[config.mk]
export PLATFORM = sky130hd
export DESIGN_NAME = bus_txn_master
export DESIGN_NICKNAME = d
export VERILOG_FILES = /design/src/rtl/bus_txn_master.sv
export SDC_FILE = /design/constraint.sdc
export NUM_CORES = 1
export LEC_CHECK = 0
export CAP_MARGIN = 0
export CORE_MARGIN = 2
export CORE_UTILIZATION = 48
export DETAILED_ROUTE_END_ITERATION = 6
export HOLD_SLACK_MARGIN = 0.12
export PLACE_DENSITY = 0.86
export SLEW_MARGIN = 10
export SYNTH_ARGS = -nofsm -noshare
export SYNTH_HDL_FRONTEND = slang
export SYNTH_SLANG_ARGS = --single-unit
[constraint.sdc]
create_clock -name clk -period 2.41 [get_ports clk]
set_clock_uncertainty 0.2 [all_clocks]
set_input_delay 0.241 -clock clk [delete_from_list [all_inputs] [get_ports clk]]
set_output_delay 0.241 -clock clk [all_outputs]
set_load 0.03 [all_outputs]
[src/rtl/bus_txn_master.sv]
// bus_txn_master: control-side initiator that sends a header byte, counts payload bytes and pulses ack.
// Define BUS_CHECKSUM_EN to accumulate an XOR checksum of the counted payload bytes on csum.
module bus_txn_master #(
    parameter int LEN_W       = 8,
    parameter int TIMEOUT_CYC = 255
) (
    input  logic             clk,
    input  logic             rst,
    input  logic             cmd_valid,
    output logic             cmd_ready,
    input  logic [1:0]       cmd_src,
    input  logic [1:0]       cmd_dst,
    input  logic [1:0]       cmd_op,
    input  logic [LEN_W-1:0] cmd_len,
    output logic             send_valid,
    output logic [7:0]       send_data,
    input  logic             send_ready,
    output logic             ack,
    input  logic             recv_valid,
    input  logic [7:0]       recv_data,
    output logic             busy,
    output logic [LEN_W-1:0] byte_cnt,
    output logic             done,
    output logic             err_timeout,
    output logic [7:0]       csum
);
    localparam logic [1:0] S_IDLE = 2'd0;
    localparam logic [1:0] S_HDR  = 2'd1;
    localparam logic [1:0] S_XFER = 2'd2;
    localparam logic [1:0] S_ACK  = 2'd3;
    localparam int TW = $clog2(TIMEOUT_CYC + 1);
    // Timer reaching this value on an idle cycle puts ack TIMEOUT_CYC cycles after the last activity
    localparam logic [TW-1:0] T_LAST = TW'(TIMEOUT_CYC - 2);

    logic [1:0]       state;
    logic [LEN_W-1:0] len;
    logic [TW-1:0]    timer;
    logic [LEN_W-1:0] cnt_inc;

    assign cnt_inc = byte_cnt + 1'b1;

    always_ff @(posedge clk) begin
        if (rst) begin
            state       <= S_IDLE;
            cmd_ready   <= 1'b1;
            send_valid  <= 1'b0;
            send_data   <= '0;
            ack         <= 1'b0;
            done        <= 1'b0;
            err_timeout <= 1'b0;
            busy        <= 1'b0;
            byte_cnt    <= '0;
            len         <= '0;
            timer       <= '0;
        end else begin
            ack         <= 1'b0;
            done        <= 1'b0;
            err_timeout <= 1'b0;
            case (state)
                S_IDLE: if (cmd_valid) begin
                    state      <= S_HDR;
                    cmd_ready  <= 1'b0;
                    busy       <= 1'b1;
                    send_valid <= 1'b1;
                    send_data  <= {cmd_op, cmd_dst, cmd_src, 2'b00};
                    len        <= cmd_len;
                    byte_cnt   <= '0;
                    timer      <= '0;
                end
                S_HDR: if (send_ready) begin
                    send_valid <= 1'b0;
                    state      <= (len == '0) ? S_ACK : S_XFER;
                    ack        <= (len == '0);
                    done       <= (len == '0);
                end
                S_XFER: if (recv_valid) begin
                    byte_cnt <= cnt_inc;
                    timer    <= '0;
                    if (cnt_inc == len) begin
                        state <= S_ACK;
                        ack   <= 1'b1;
                        done  <= 1'b1;
                    end
                end else if (timer == T_LAST) begin
                    state       <= S_ACK;
                    ack         <= 1'b1;
                    done        <= 1'b1;
                    err_timeout <= 1'b1;
                end else begin
                    timer <= timer + 1'b1;
                end
                default: begin
                    state     <= S_IDLE;
                    cmd_ready <= 1'b1;
                    busy      <= 1'b0;
                end
            endcase
        end
    end

`ifdef BUS_CHECKSUM_EN
    always_ff @(posedge clk) begin
        if (rst || (state == S_IDLE && cmd_valid))
            csum <= 8'h00;
        else if (state == S_XFER && recv_valid)
            csum <= csum ^ recv_data;
    end
`else
    logic unused_recv;
    assign unused_recv = ^recv_data;
    assign csum = 8'h00;
`endif
endmodule
==> results.cfg, run 1 <==
[run_status]
status = complete, no violations

[synth]
netlist_area_sq_um = 2021
synth_xor_area_frac = 0.05201
syn_inst = 254
synth_top_family_by_area = simple AND/OR/NAND/NOR gates
synth_adder_area_share = 0.04334
yosys.cell_types.count = 43
synth-seq-cells = 37
synth_compound_area_frac = 0.1820
synth_area_leaders = dfxtp_1 (37%), nand2_1 (7.8%), a21oi_1 (6.7%)
synth_top_area_share = 0.3666
ys_seq_area_frac = 0.3666
yosysWarnings = 0
post-synth-top-area-cell = dfxtp_1
yosys.area_share.simple = 0.2526
synth_mux_area_frac = 0.02043
synth.avg_cell_area_sq_um = 7.955

[pwr]
p_comb_frac = 0.416
p_seq_frac = 0.376
p_leak_uw = 0.0009479
p_clk_frac = 0.208
swShare = 0.3918
p_int_uw = 1270
worst_ir_drop_vdd_v = 0.0007568
p_switching_uw = 818.1
power.density_nw_per_um2 = 821.5

[sta]
hold_violations = 0
max_freq_mhz = 452.9
hold_ws_ns = 0.2536
fin_crit_ns = 2.208
rsz0062_at_grt = false
fin_crit_sh = 0.9163
setup_viol = 0
slew_violations = 0
fin_setup_tns_ns = 0

[route]
drtIter0Drc = 118
wl_per_cell_microns = 12.28
dr_total_vias = 1877
vias_per_cell = 5.394
wl_microns = 4272
dr.pass1.iters = 4
post-route-drc-count = 0
ant_nets = 0

[finish]
fillers = 346
drive_above_1_share = 0.08389
fin_nets = 331
syn_to_final_growth_pct = 25.76
diodes = 0
fin_util = 0.6307

[placed_design]
numPortBuffers = 38
gp_congestion = 0.8488
post-dp-hpwl_microns = 3138

[clock_network]
cts.clk_slew.worst_paths_ns = 0.08
postCtsSetupRepairBufs = 0
hold_buffers = 0
cts_tree = done
ctsResizeCount = 0
cts_buffers = 5
root_buffer = clkbuf_8
clock-sinks = 37
insertion_delay_ns = 0.29
cts_max_path_buffers = 2
htreeDepth = 2

[grt]
grt_max_degree = 25
grt.busiest_layer = met2
track_usage = 0.1979
use_met3 = 0.04870
grt.met2_usage = 0.3089
grt_antenna_before_repair = 0
grt.overflow.total = 0
grt_pass1_vias = 1637
grt_pass1_wl_microns = 7003
grt_use_met1 = 0.2520

[worst_setup_path]
cp_max_fo = 9
required_ns = 2.43
slowest_delay_ns = 0.46
end_kind = flip-flop
criticalPathCategory = flip-flop to flip-flop
path_cells = inv_1 -> ha_1 -> mux2_2 -> o41ai_2 -> buf_4 -> or4b_1 -> a21oi_1
cp_slowest_cell = or4b_1
cp-start-kind = flip-flop
critPathArrivalTime_ns = 2.23

[die]
initial_utilization = 0.5016
pin_count = 57
die_w_microns = 68.88
die_h_microns = 68.88
core_area_sq_um = 4029
die_area_sq_um = 4744
rows = 23

[hold_path]
hp-class = flip-flop to flip-flop

[run]
drv_cap = 0
## cell type report
cell class,count,area [sq um],share of cell area
sequential,37,740.7,0.2915
tap,50,62.56,0.02462
clock buffer,5,68.82,0.02708
inverter,9,33.78,0.01329
timing repair buffer,49,462.9,0.1822
clock inverter,3,22.52,0.008863
multi-input combinational,195,1150,0.4525
## registers in the layout, indices dropped and copies added (netlist names), 2 cells and up
register and cells:
byte_cnt 8, send_data 6, state 2, len 8, timer 8
## cell families (layout without fill, tap and decap cells)
| logic type | Yosys count | in the layout |
|---|---|---|
| compound gates | 60 | 60 |
| xor+xnor | 12 | 12 |
| fa+ha+maj | 7 | 7 |
| buf+inv | 31 | 66 |
| flops | 37 | 37 |
| mux | 4 | 4 |
| other cells | 1 | 10 |
| simple gates | 102 | 102 |
## worst max-delay path, delay by kind of cell, from the launching register on
kind,cells,cell delay (ns)
and+or+nand+nor,1,0.46
DFF,1,0.40
muxes,1,0.31
adders and majority gates,1,0.29
buffers and inverters,2,0.24
AOI/OAI and AO/OA,2,0.23
## per-stage QoR
| step | power (uW) | std cells | setup slack, ns | cell area, sq um |
|---|---|---|---|---|
| floorplan | 1397 | 263 | 0.1112 | 2054 |
| global placement | 1633 | 340 | 0.2182 | 2450 |
| detailed placement | 1664 | 340 | 0.1408 | 2450 |
| CTS | 2097 | 348 | 0.1915 | 2541 |
| global route | 2227 | 348 | 0.02035 | 2541 |
| finish | 2088 | 348 | 0.2018 | 2541 |
## per-layer routing
metal	wire, microns	part of all wire
met5	0	0
met4	118	0.028
met3	265	0.062
met1	1901	0.44
met2	1986	0.46
## cell usage after synthesis, drive strengths merged
library cell,instances
nand2,42
dfxtp,37
nor3,3
a31oi,5
a32oi,1
conb,1
and2,2
o21ba,1
and3,4
nor2b,1
nor2,12
a21o,2
xnor2,6
or4,4
o21ai,14
nand2b,9
o41ai,3
a2bb2oi,1
nor4,1
mux2,1
inv,9
nand4,5
buf,13
nand4b,1
xor2,6
nand3b,2
nand3,10
clkbuf,9
o21bai,1
ha,7
a21oi,27
a221o,1
o31ai,3
mux2i,3
or4b,1
o211ai,1
or3,5
## path summary, 6_finish.rpt
path / slack, ns / end / startpoint / depth (start not counted)
hold / removal: 0.25 / send_data[2]$_SDFFE_PP0P_ / send_data[2]$_SDFFE_PP0P_ / 2
setup / recovery: 0.20 / timer[5]$_SDFFE_PP0P_ / state[0]$_SDFFE_PP0P_ / 7
setup reg to reg: 0.20 / timer[5]$_SDFFE_PP0P_ / state[0]$_SDFFE_PP0P_ / 7
hold reg to reg: 0.25 / send_data[2]$_SDFFE_PP0P_ / send_data[2]$_SDFFE_PP0P_ / 2
## power by group through the flow
stage	combinational (uW)	sequential (uW)	clock, uW
CTS	870	785	441
finish	869	784	434
global placement	840	793	0
detailed placement	865	798	0
floorplan	523	873	0
global route	963	798	466
## cell usage in the layout, fill, tap and decap left out, types with 2 or more instances in the layout
cell type	instances
a21o_1	2
a21oi_1	27
a31oi_1	5
and3_1	4
buf_4	11
clkbuf_8	5
clkdlybuf4s50_1	38
clkinvlp_4	3
conb_1	10
dfxtp_1	37
ha_1	7
inv_1	9
mux2i_1	3
nand2_1	42
nand2b_1	9
nand3_1	10
nand3b_1	2
nand4_1	4
nor2_1	12
nor3_1	3
o21ai_0	14
o31ai_1	3
o41ai_1	2
or3_1	5
or4_1	3
xnor2_1	6
xor2_1	6
Note: power is estimated with default switching activity, not from simulation.
==> run 2: changes to the inputs <==
CORE_UTILIZATION = 35   (was 48)
PLACE_DENSITY = 0.68   (was 0.86)
TNS_END_PERCENT = 30   (was not set)
==> run 2 against run 1 <==
Clock-buffer cell count did not move. Setup slack improved by 0.11 ns. Via count fell by 1.9%. Utilization fell by 16 points. Critical path type unchanged. Cell area rose by 3.2%. Sequential share of layout area fell by 0.90 points.
==> results.cfg, run 2 (synthesis gave the netlist of run 1 again) <==
[grt]
grt.overflow.total = 0
grt_pass1_wl_microns = 7438
grt_antenna_before_repair = 0
grt_pass1_vias = 1632
track_usage = 0.1461
grt_max_degree = 29

[finish]
drive_above_1_share = 0.09603
final_common_cell = nand2_1
fin_cells = 374
regArea_sq_um = 740.7
fillers = 544
multiInputGateArea_sq_um = 1150
diodes = 0
layout_common_cells = nand2_1 (42), clkdlybuf4s50_1 (38), dfxtp_1 (37)
largestRegisters = byte_cnt (8), len (8), timer (8)
fin_util = 0.4734
fin_nets = 335
syn_to_final_growth_pct = 29.78

[worst_setup_path]
end_kind = flip-flop
cp-start-kind = flip-flop
rrSetupSlack_ns = 0.31
cp_max_fo = 8
critPathArrivalTime_ns = 2.06
criticalPathCategory = flip-flop to flip-flop
reg2reg_depth = 6
required_ns = 2.37
worstReg2RegEnd = state[1]$_SDFFE_PP0P_
timing.rr.start = byte_cnt[0]$_SDFFE_PP0P_

[clock_network]
root_buffer = clkbuf_8
insertion_delay_ns = 0.30
htreeDepth = 2
cts_tree = done
cts_buffers = 5
postCtsSetupRepairBufs = 0
cts.clk_slew.worst_paths_ns = 0.09
cts_max_path_buffers = 2
clock-sinks = 37
hold_buffers = 0
ctsResizeCount = 0

[route]
wl_microns = 4311
ant_nets = 0
dr_total_vias = 1841
drtIter0Drc = 167
wl_per_cell_microns = 11.53
dr.pass1.iters = 4
post-route-drc-count = 0
vias_per_cell = 4.922

[hold_path]
hp-start = busy$_SDFFE_PP0P_
worstHoldEndpoint = busy$_SDFFE_PP0P_
hp-class = flip-flop to flip-flop
whs_path_depth = 2

[pwr]
power.density_nw_per_um2 = 843.0
worst_ir_drop_vdd_v = 0.0005225
p_leak_uw = 0.0009853
power.total_uw = 2211

[run_status]
status = complete, no violations

[die]
core_area_sq_um = 5540
die_w_microns = 79.98
pin_count = 57
rows = 27
die_area_sq_um = 6397
die_h_microns = 79.98
initial_utilization = 0.3647

[sta]
fin_crit_ns = 2.095
fin_setup_tns_ns = 0
slew_violations = 0
hold_violations = 0
rsz0062_at_grt = false
max_freq_mhz = 477.3
fin_crit_sh = 0.8694
hold_ws_ns = 0.2564
setup_viol = 0

[run]
drv_cap = 0

[placed_design]
gp_congestion = 0.7717
dp_cells = 366
numPortBuffers = 38
post-dp-hpwl_microns = 3204
==> run 2: cell count changes in the layout (fill, tap and decap cells not counted) <==
cell / previous run / this run
clkinv_4: 0 / 1
clkinvlp_4: 3 / 1
buf_4: 11 / 15
bufinv_16: 0 / 1
==> run 2: area by class of cell <==
class / instances / share of cell area
tap: 72 / 0.03435
sequential: 37 / 0.2824
clock inverter: 3 / 0.01765
multi-input combinational: 195 / 0.4385
inverter: 9 / 0.01288
clock buffer: 5 / 0.02624
timing repair buffer: 53 / 0.1880
==> run 2: how the worst max path moves through the flow <==
stage / start / endpoint / slack, ns
final: byte_cnt[0]$_SDFFE_PP0P_ / state[1]$_SDFFE_PP0P_ / 0.31
after global routing: state[0]$_SDFFE_PP0P_ / byte_cnt[7]$_SDFFE_PP0P_ / 0.14
after CTS: byte_cnt[0]$_SDFFE_PP0P_ / state[1]$_SDFFE_PP0P_ / 0.32
after detailed placement: cmd_valid / byte_cnt[6]$_SDFFE_PP0P_ / 0.25
after global placement: cmd_valid / byte_cnt[6]$_SDFFE_PP0P_ / 0.27
after floorplan: byte_cnt[0]$_SDFFE_PP0P_ / state[0]$_SDFFE_PP0P_ / 0.11
==> run 2: per-layer routing <==
metal | wire, microns | vias to the layer above | GRT usage
li1 | - | 960 | -
met5 | 0 | - | 0
met4 | 60 | 0 | 0.05763
met1 | 2151 | 831 | 0.2004
met3 | 229 | 7 | 0.04072
met2 | 1869 | 43 | 0.2150
==> run 2: power breakdown <==
group / internal, uW / total, uW / switching [uW] / leakage (uW)
clock: 310 / 548 / 238 / 0.0000543
sequential: 706 / 782 / 75.5 / 0.000301
combinational: 380 / 881 / 501 / 0.000630
==> run 2: worst max-delay path, cell delays in order, from the launching register on <==
cell and delay [ns]:
dfxtp_1 0.34, ha_1 0.30, nand3_1 0.19, or3_1 0.40, a21oi_1 0.20, a31oi_1 0.18, mux2i_1 0.15
==> run 2: through the flow <==
step	cell area, sq um	worst slack (ns)
global route	2623	0.1354
finish	2623	0.3147
detailed placement	2507	0.2544
floorplan	2054	0.1112
CTS	2623	0.3174
global placement	2507	0.2666
==> run 3: changes to the inputs <==
SLEW_MARGIN = not set   (was 10)
==> results of run 3 <==
Same layout as run 2: the final DEF is identical, and so are final timing and power.
